==> config.mk <==
export PLATFORM = sky130hd
export DESIGN_NAME = sm_trace_buffer
export DESIGN_NICKNAME = d
export VERILOG_FILES = /design/src/rtl/sm_trace_buffer_pkg.sv /design/src/rtl/sm_trace_ram.sv /design/src/rtl/sm_trace_buffer.sv
export SDC_FILE = /design/constraint.sdc
export NUM_CORES = 2
export LEC_CHECK = 0
export ABC_CLOCK_PERIOD_IN_PS = 22800
export CORE_MARGIN = 10
export CORE_UTILIZATION = 40
export DETAILED_ROUTE_END_ITERATION = 12
export DONT_BUFFER_PORTS = 1
export GPL_ROUTABILITY_DRIVEN = 0
export PLACE_DENSITY = 0.58
export SLEW_MARGIN = 20
export SYNTH_ARGS = -nofsm -noshare
export SYNTH_HDL_FRONTEND = slang
export SYNTH_SLANG_ARGS = --single-unit
==> constraint.sdc <==
create_clock -name clk -period 22.8 [get_ports clk]
set_input_delay 3.42 -clock clk [delete_from_list [all_inputs] [get_ports clk]]
set_output_delay 3.42 -clock clk [all_outputs]
set_load 0.05 [all_outputs]
==> src/rtl/sm_trace_buffer_pkg.sv <==
// Shared encodings for the schoolMIPS execution trace recorder.
// Covers the capture states, the trigger modes and the readout field codes.
package sm_trace_buffer_pkg;

  typedef enum logic [1:0] {
    StIdle  = 2'b00,
    StArmed = 2'b01,
    StPost  = 2'b10,
    StDone  = 2'b11
  } traceStateT;

  typedef enum logic [1:0] {
    TrigImm      = 2'b00,
    TrigPc       = 2'b01,
    TrigOpcode   = 2'b10,
    TrigWatchdog = 2'b11
  } trigModeT;

  localparam logic [3:0] RF_PC    = 4'd0;
  localparam logic [3:0] RF_INSTR = 4'd1;
  localparam logic [3:0] RF_CH0   = 4'd2;

endpackage

==> src/rtl/sm_trace_ram.sv <==
// Simple dual-port trace storage: synchronous write, registered read.
// A read and a write to the same address in one cycle return the old word.
module sm_trace_ram #(
  parameter int unsigned ADDR_W = 4,
  parameter int unsigned DATA_W = 128
) (
  input  logic              clk,
  input  logic              we,
  input  logic [ADDR_W-1:0] wAddr,
  input  logic [DATA_W-1:0] wData,
  input  logic [ADDR_W-1:0] rAddr,
  output logic [DATA_W-1:0] rData
);

  logic [DATA_W-1:0] mem [2**ADDR_W];

  always_ff @(posedge clk) begin
    if (we) begin
      mem[wAddr] <= wData;
    end
    rData <= mem[rAddr];
  end

endmodule

==> src/rtl/sm_trace_buffer.sv <==
// Execution trace recorder: samples pc/instr/watched channels per CPU step into a
// circular buffer, triggers on a selectable condition and keeps a post-trigger window.
module sm_trace_buffer
  import sm_trace_buffer_pkg::*;
#(
  parameter int unsigned DEPTH_LOG = 4,
  parameter int unsigned CH        = 2,
  parameter int unsigned TIMEOUT_W = 16
) (
  input  logic                 clk,
  input  logic                 rst_n,
  input  logic                 capEn,
  input  logic [31:0]          pc,
  input  logic [31:0]          instr,
  input  logic [CH*32-1:0]     chData,
  input  logic                 arm,
  input  logic [1:0]           trigMode,
  input  logic [31:0]          trigValue,
  input  logic [DEPTH_LOG-1:0] postCount,
  input  logic [TIMEOUT_W-1:0] timeout,
  input  logic [DEPTH_LOG-1:0] rdIdx,
  input  logic [3:0]           rdField,
  output logic [31:0]          rdData,
  output logic [1:0]           state,
  output logic                 triggered,
  output logic                 timedOut,
  output logic [DEPTH_LOG:0]   count
);

  localparam int unsigned ENTRY_W = 64 + 32 * CH;
  localparam logic [DEPTH_LOG:0] COUNT_MAX = {1'b1, {DEPTH_LOG{1'b0}}};
  localparam logic [4:0] FIELD_LIMIT = 5'(RF_CH0) + 5'(CH);

  traceStateT stateQ, stateD;
  trigModeT modeQ, modeD;
  logic [DEPTH_LOG-1:0] wptrQ, wptrD;
  logic [DEPTH_LOG:0] countQ, countD;
  logic [DEPTH_LOG-1:0] postCntQ, postCntD;
  logic [DEPTH_LOG-1:0] postCountQ, postCountD;
  logic [TIMEOUT_W-1:0] stepQ, stepD;
  logic trigQ, trigD;
  logic toQ, toD;

  logic we;
  logic modeMatch;
  logic wdFire;
  logic [TIMEOUT_W-1:0] stepInc;
  logic [DEPTH_LOG:0] countInc;
  logic [DEPTH_LOG-1:0] postCntInc;

  logic [ENTRY_W-1:0] wEntry;
  logic [ENTRY_W-1:0] ramQ;
  logic [DEPTH_LOG-1:0] rdAddr;
  logic rdOk;
  logic validQ;
  logic [3:0] fieldQ;

  assign wEntry     = {chData, instr, pc};
  assign stepInc    = (stepQ == '1) ? stepQ : stepQ + 1'b1;
  assign countInc   = (countQ == COUNT_MAX) ? countQ : countQ + 1'b1;
  assign postCntInc = postCntQ + 1'b1;
  // Watchdog compares the step count including the current sample.
  assign wdFire     = (timeout != '0) && (stepInc == timeout);

  always_comb begin
    modeMatch = 1'b0;
    unique case (modeQ)
      TrigImm:      modeMatch = 1'b1;
      TrigPc:       modeMatch = (pc == trigValue);
      TrigOpcode:   modeMatch = (instr[31:26] == trigValue[5:0]);
      TrigWatchdog: modeMatch = 1'b0;
      default:      modeMatch = 1'b0;
    endcase
  end

  always_comb begin
    stateD     = stateQ;
    modeD      = modeQ;
    wptrD      = wptrQ;
    countD     = countQ;
    postCntD   = postCntQ;
    postCountD = postCountQ;
    stepD      = stepQ;
    trigD      = trigQ;
    toD        = toQ;
    we         = 1'b0;

    if (arm) begin
      stateD     = StArmed;
      modeD      = trigModeT'(trigMode);
      postCountD = postCount;
      wptrD      = '0;
      countD     = '0;
      postCntD   = '0;
      stepD      = '0;
      trigD      = 1'b0;
      toD        = 1'b0;
    end else if (capEn) begin
      unique case (stateQ)
        StArmed: begin
          we     = 1'b1;
          wptrD  = wptrQ + 1'b1;
          countD = countInc;
          stepD  = stepInc;
          if (modeMatch || wdFire) begin
            trigD  = 1'b1;
            toD    = ~modeMatch;
            stateD = (postCountQ == '0) ? StDone : StPost;
          end
        end
        StPost: begin
          we       = 1'b1;
          wptrD    = wptrQ + 1'b1;
          countD   = countInc;
          postCntD = postCntInc;
          if (postCntInc == postCountQ) begin
            stateD = StDone;
          end
        end
        default: ;
      endcase
    end
  end

  always_ff @(posedge clk or negedge rst_n) begin
    if (!rst_n) begin
      stateQ     <= StIdle;
      modeQ      <= TrigImm;
      wptrQ      <= '0;
      countQ     <= '0;
      postCntQ   <= '0;
      postCountQ <= '0;
      stepQ      <= '0;
      trigQ      <= 1'b0;
      toQ        <= 1'b0;
    end else begin
      stateQ     <= stateD;
      modeQ      <= modeD;
      wptrQ      <= wptrD;
      countQ     <= countD;
      postCntQ   <= postCntD;
      postCountQ <= postCountD;
      stepQ      <= stepD;
      trigQ      <= trigD;
      toQ        <= toD;
    end
  end

  // Oldest valid entry sits count slots behind the write pointer.
  assign rdAddr = wptrQ - countQ[DEPTH_LOG-1:0] + rdIdx;
  assign rdOk   = ({1'b0, rdIdx} < countQ) && ({1'b0, rdField} < FIELD_LIMIT);

  sm_trace_ram #(
    .ADDR_W(DEPTH_LOG),
    .DATA_W(ENTRY_W)
  ) uRam (
    .clk  (clk),
    .we   (we),
    .wAddr(wptrQ),
    .wData(wEntry),
    .rAddr(rdAddr),
    .rData(ramQ)
  );

  always_ff @(posedge clk or negedge rst_n) begin
    if (!rst_n) begin
      validQ <= 1'b0;
      fieldQ <= RF_PC;
    end else begin
      validQ <= rdOk;
      fieldQ <= rdField;
    end
  end

  always_comb begin
    rdData = '0;
    if (validQ) begin
      if (fieldQ == RF_PC) begin
        rdData = ramQ[31:0];
      end else if (fieldQ == RF_INSTR) begin
        rdData = ramQ[63:32];
      end else begin
        for (int k = 0; k < int'(CH); k++) begin
          if (fieldQ == 4'(RF_CH0 + 4'(k))) begin
            rdData = ramQ[64 + 32 * k +: 32];
          end
        end
      end
    end
  end

  assign state     = stateQ;
  assign triggered = trigQ;
  assign timedOut  = toQ;
  assign count     = countQ;

endmodule

==> flow_metrics.py <==
metrics = {
    "status": {
        "status": "completed",
    },
    "synth": {
        "netlist_instances": 3543,
        "synth_compound_area_share_pct": 0.9917,
        "synthTopCellsByArea": "edfxtp_1, mux4_2, dfxtp_1",
        "yosysMostFrequentCell": "edfxtp_1",
        "synth_xor_area_share_pct": 0.8050,
        "syn_area_um2": 83770,
        "synth_cell_types": 63,
        "synth_fp_nets": 3757,
        "ys_ff_latch": 2220,
        "synth_fa_ha_area_share_pct": 0.3256,
        "synth_edf_count": 2048,
        "synthSimpleGateAreaFrac_pct": 1.365,
        "async_reset_ff_share_pct": 1.982,
        "synth_flop_cell": "edfxtp_1",
        "synth_commonest_cells": "edfxtp_1, mux4_2, dfxtp_1",
        "synth_top_family_by_area": "multiplexers",
        "synth_seq_area_share_pct": 77.78,
        "synth_top_area_cell": "edfxtp_1",
        "ys_warn_count": 0,
        "synthMuxAreaShare_pct": 17.72,
        "syn_avg_cell_area_um2": 23.64,
        "yosysTopAreaCellShare_pct": 73.41,
    },
    "cells_and_area": {
        "fin_util_pct": 45.69,
        "fillers": 17070,
        "drive_gt1_share_pct": 28.47,
        "synthToLayoutAreaGrowth_pct": 13.28,
        "multi_input_area_um2": 17940,
        "fin_nets": 3863,
        "ff_latch_area_um2": 65160,
    },
    "floorplanning": {
        "die_h_um": 477.6,
        "core_um2": 207700,
        "die_area_um2": 228100,
        "start_util_pct": 40.33,
        "rows": 167,
        "ioPinCount": 235,
        "fp.dieW_um": 477.6,
    },
    "power_and_ir_drop": {
        "vdd.ir_drop.worst_mv": 0.1114,
        "leakagePower_nw": 29.56,
        "switching_share_pct": 25.97,
        "combinationalPowerShare_pct": 22.3,
        "clockPowerShare_pct": 34.1,
        "powerDensity_nw_per_um2": 115.2,
        "finalPower_w": 0.01093,
        "internal_power_w": 0.008091,
        "power_frac_seq_pct": 43.6,
        "p_switching_w": 0.002839,
    },
    "clock_tree": {
        "cts_buffer_depth": 3,
        "clk_pin_slew_ns": 0.07,
        "post_cts_buffers": 0,
        "insertion_delay_ns": 0.87,
        "root_buffer": "clkbuf_16",
        "cts.sinks": 2220,
        "numCtsBuffers": 216,
        "h-tree-depth": 4,
        "ctsResizeCount": 0,
        "cts_tree": "built",
        "ctsHoldBuffers": 0,
    },
    "worst_setup_path": {
        "r2r_start": "count[0]",
        "worstReg2RegEnd": "uRam.rData[114]",
        "cp.required_ns": 23.53,
        "critPathLaunchType": "primary input",
        "reg2regPathDepth": 9,
        "critPathArrivalTime_ns": 8.77,
        "critPathKind": "in -> reg",
        "regToRegSetupSlack_ns": 16.32,
        "path_max_fanout": 58,
        "worstSetupEndpointType": "register",
    },
    "placement": {
        "dpl.hpwl_mm": 110.5,
        "portBuffers": 0,
    },
    "drt": {
        "firstDrtPassIters": 5,
        "drt.antenna.violating_nets": 0,
        "drt_iter0_markers": 3877,
        "drcViolationCount": 0,
        "via_per_inst": 5.698,
        "wl_mm": 213.2,
        "wl_per_cell_um": 32.15,
        "num_vias": 37790,
    },
    "global_routing": {
        "grt_max_degree": 149,
        "track_usage_pct": 18.37,
        "overflow": 0,
        "antenna_found_initial": 7,
        "grt_pass1_wl_mm": 301.2,
        "first_global_vias": 38750,
    },
    "timing": {
        "rsz0062_at_grt": "false",
        "finalSetupTns_ns": 0,
        "worst_slew_pin_slew_ns": 1.133,
        "skew_ns": 0.02516,
        "final.min_clock_period_ns": 8.040,
        "relSlewSlack_pct": 23.90,
        "fmaxAchievable_mhz": 124.4,
        "holdWs_ns": 0.5467,
        "setup_viol": 0,
        "finalHoldViolCount": 0,
        "fin_crit_sh_pct": 35.26,
        "slew_viol_final": 0,
    },
    "flow_run": {
        "cap_viol_max_count": 0,
    },
    "hold_path": {
        "min_path_cells": 2,
        "min_to": "postCntQ[1]",
        "worstHoldPathType": "reg -> reg",
        "holdCritStartpoint": "postCntQ[1]",
    },
}
[power groups by stage]
stage / Combinational, W / Clock [W] / Sequential (W)
floorplan: 0.00187 / 0 / 0.00476
global placement: 0.00248 / 0 / 0.00485
detailed placement: 0.00249 / 0 / 0.00485
CTS: 0.00250 / 0.00378 / 0.00477
global route: 0.00260 / 0.00395 / 0.00478
finish: 0.00244 / 0.00372 / 0.00477
[final cells by class]
class                           instances  share of cell area, %
Multi-Input combinational cell       1115                  18.91
Timing Repair Buffer                   69                 0.7476
Antenna cell                            4                0.01055
Tap cell                             2788                  3.676
Sequential cell                      2220                  68.67
Clock inverter                        124                  1.540
Inverter                               27                 0.1068
Clock buffer                          284                  6.341
[sequential cells by signal, indices dropped and copies added, names as in the netlist]
signal,count
uRam.mem,2048
wptrQ,4
uRam.rData,128
validQ,1
modeQ,2
state,2
postCntQ,4
triggered,1
fieldQ,4
postCountQ,4
count,5
timedOut,1
stepQ,16
[cells by family (layout without fill, tap and decap cells)]
kind of cell | after synthesis | in the layout
xor+xnor | 77 | 77
fa+ha+maj | 20 | 20
flops | 2220 | 2220
simple gates | 208 | 208
buf+inv | 208 | 504
mux | 682 | 682
other cells | 0 | 4
compound gates | 128 | 128
[worst max-delay path by stage]
stage / from / end / slack (ns) / cells after the start
after floorplan: capEn / uRam.mem[0][0] / 9.33 / 5
after global placement: rdIdx[1] / uRam.rData[118] / 13.88 / 8
after detailed placement: rdIdx[1] / uRam.rData[75] / 13.82 / 8
after CTS: rdIdx[1] / uRam.rData[86] / 14.77 / 8
after global routing: rdIdx[0] / uRam.rData[107] / 14.36 / 7
final: rdIdx[1] / uRam.rData[86] / 14.76 / 8
[layer usage]
layer	vias up	track usage, %	part of all wire [%]
li1	15290	-	-
met1	20840	25.03	41
met2	1376	29.34	48
met3	271	4.526	8.1
met4	2	5.499	2.8
met5	-	0	0.0052
[stage by stage]
step                      area, um^2  setup WS [ns]  std cells
after CTS                      94880          14.77       6627
final                          94900          14.76       6631
after detailed placement       87400          13.82       6219
after global placement         87390          13.88       6219
after floorplan                83770          9.330       3543
after global routing           94890          14.36       6628
[cell usage in the layout (no fill, tap or decap), types with 25 or more instances in the layout]
master	netlist	final
a22oi_1	33	33
and2_1	34	34
buf_4	2	53
bufinv_16	0	28
clkbuf_1	122	38
clkbuf_16	0	221
clkbuf_8	1	25
clkinv_1	0	29
clkinv_2	0	48
dfrtp_1	44	43
dfxtp_1	128	128
edfxtp_1	2048	2048
inv_1	27	27
mux2i_1	36	34
mux4_2	640	640
nand2_1	29	29
nor2_1	52	40
o21ai_0	47	47
xnor2_1	44	42
xor2_1	33	32
[worst max-delay path, stage by stage]
cell and delay (ns):
inv_1 0.04, fa_1 0.52, fa_4 1.29, buf_4 0.79
buf_4 0.79, buf_4 0.80, mux4_2 0.42, mux4_2 0.49
(Power assumes the default switching activity.)
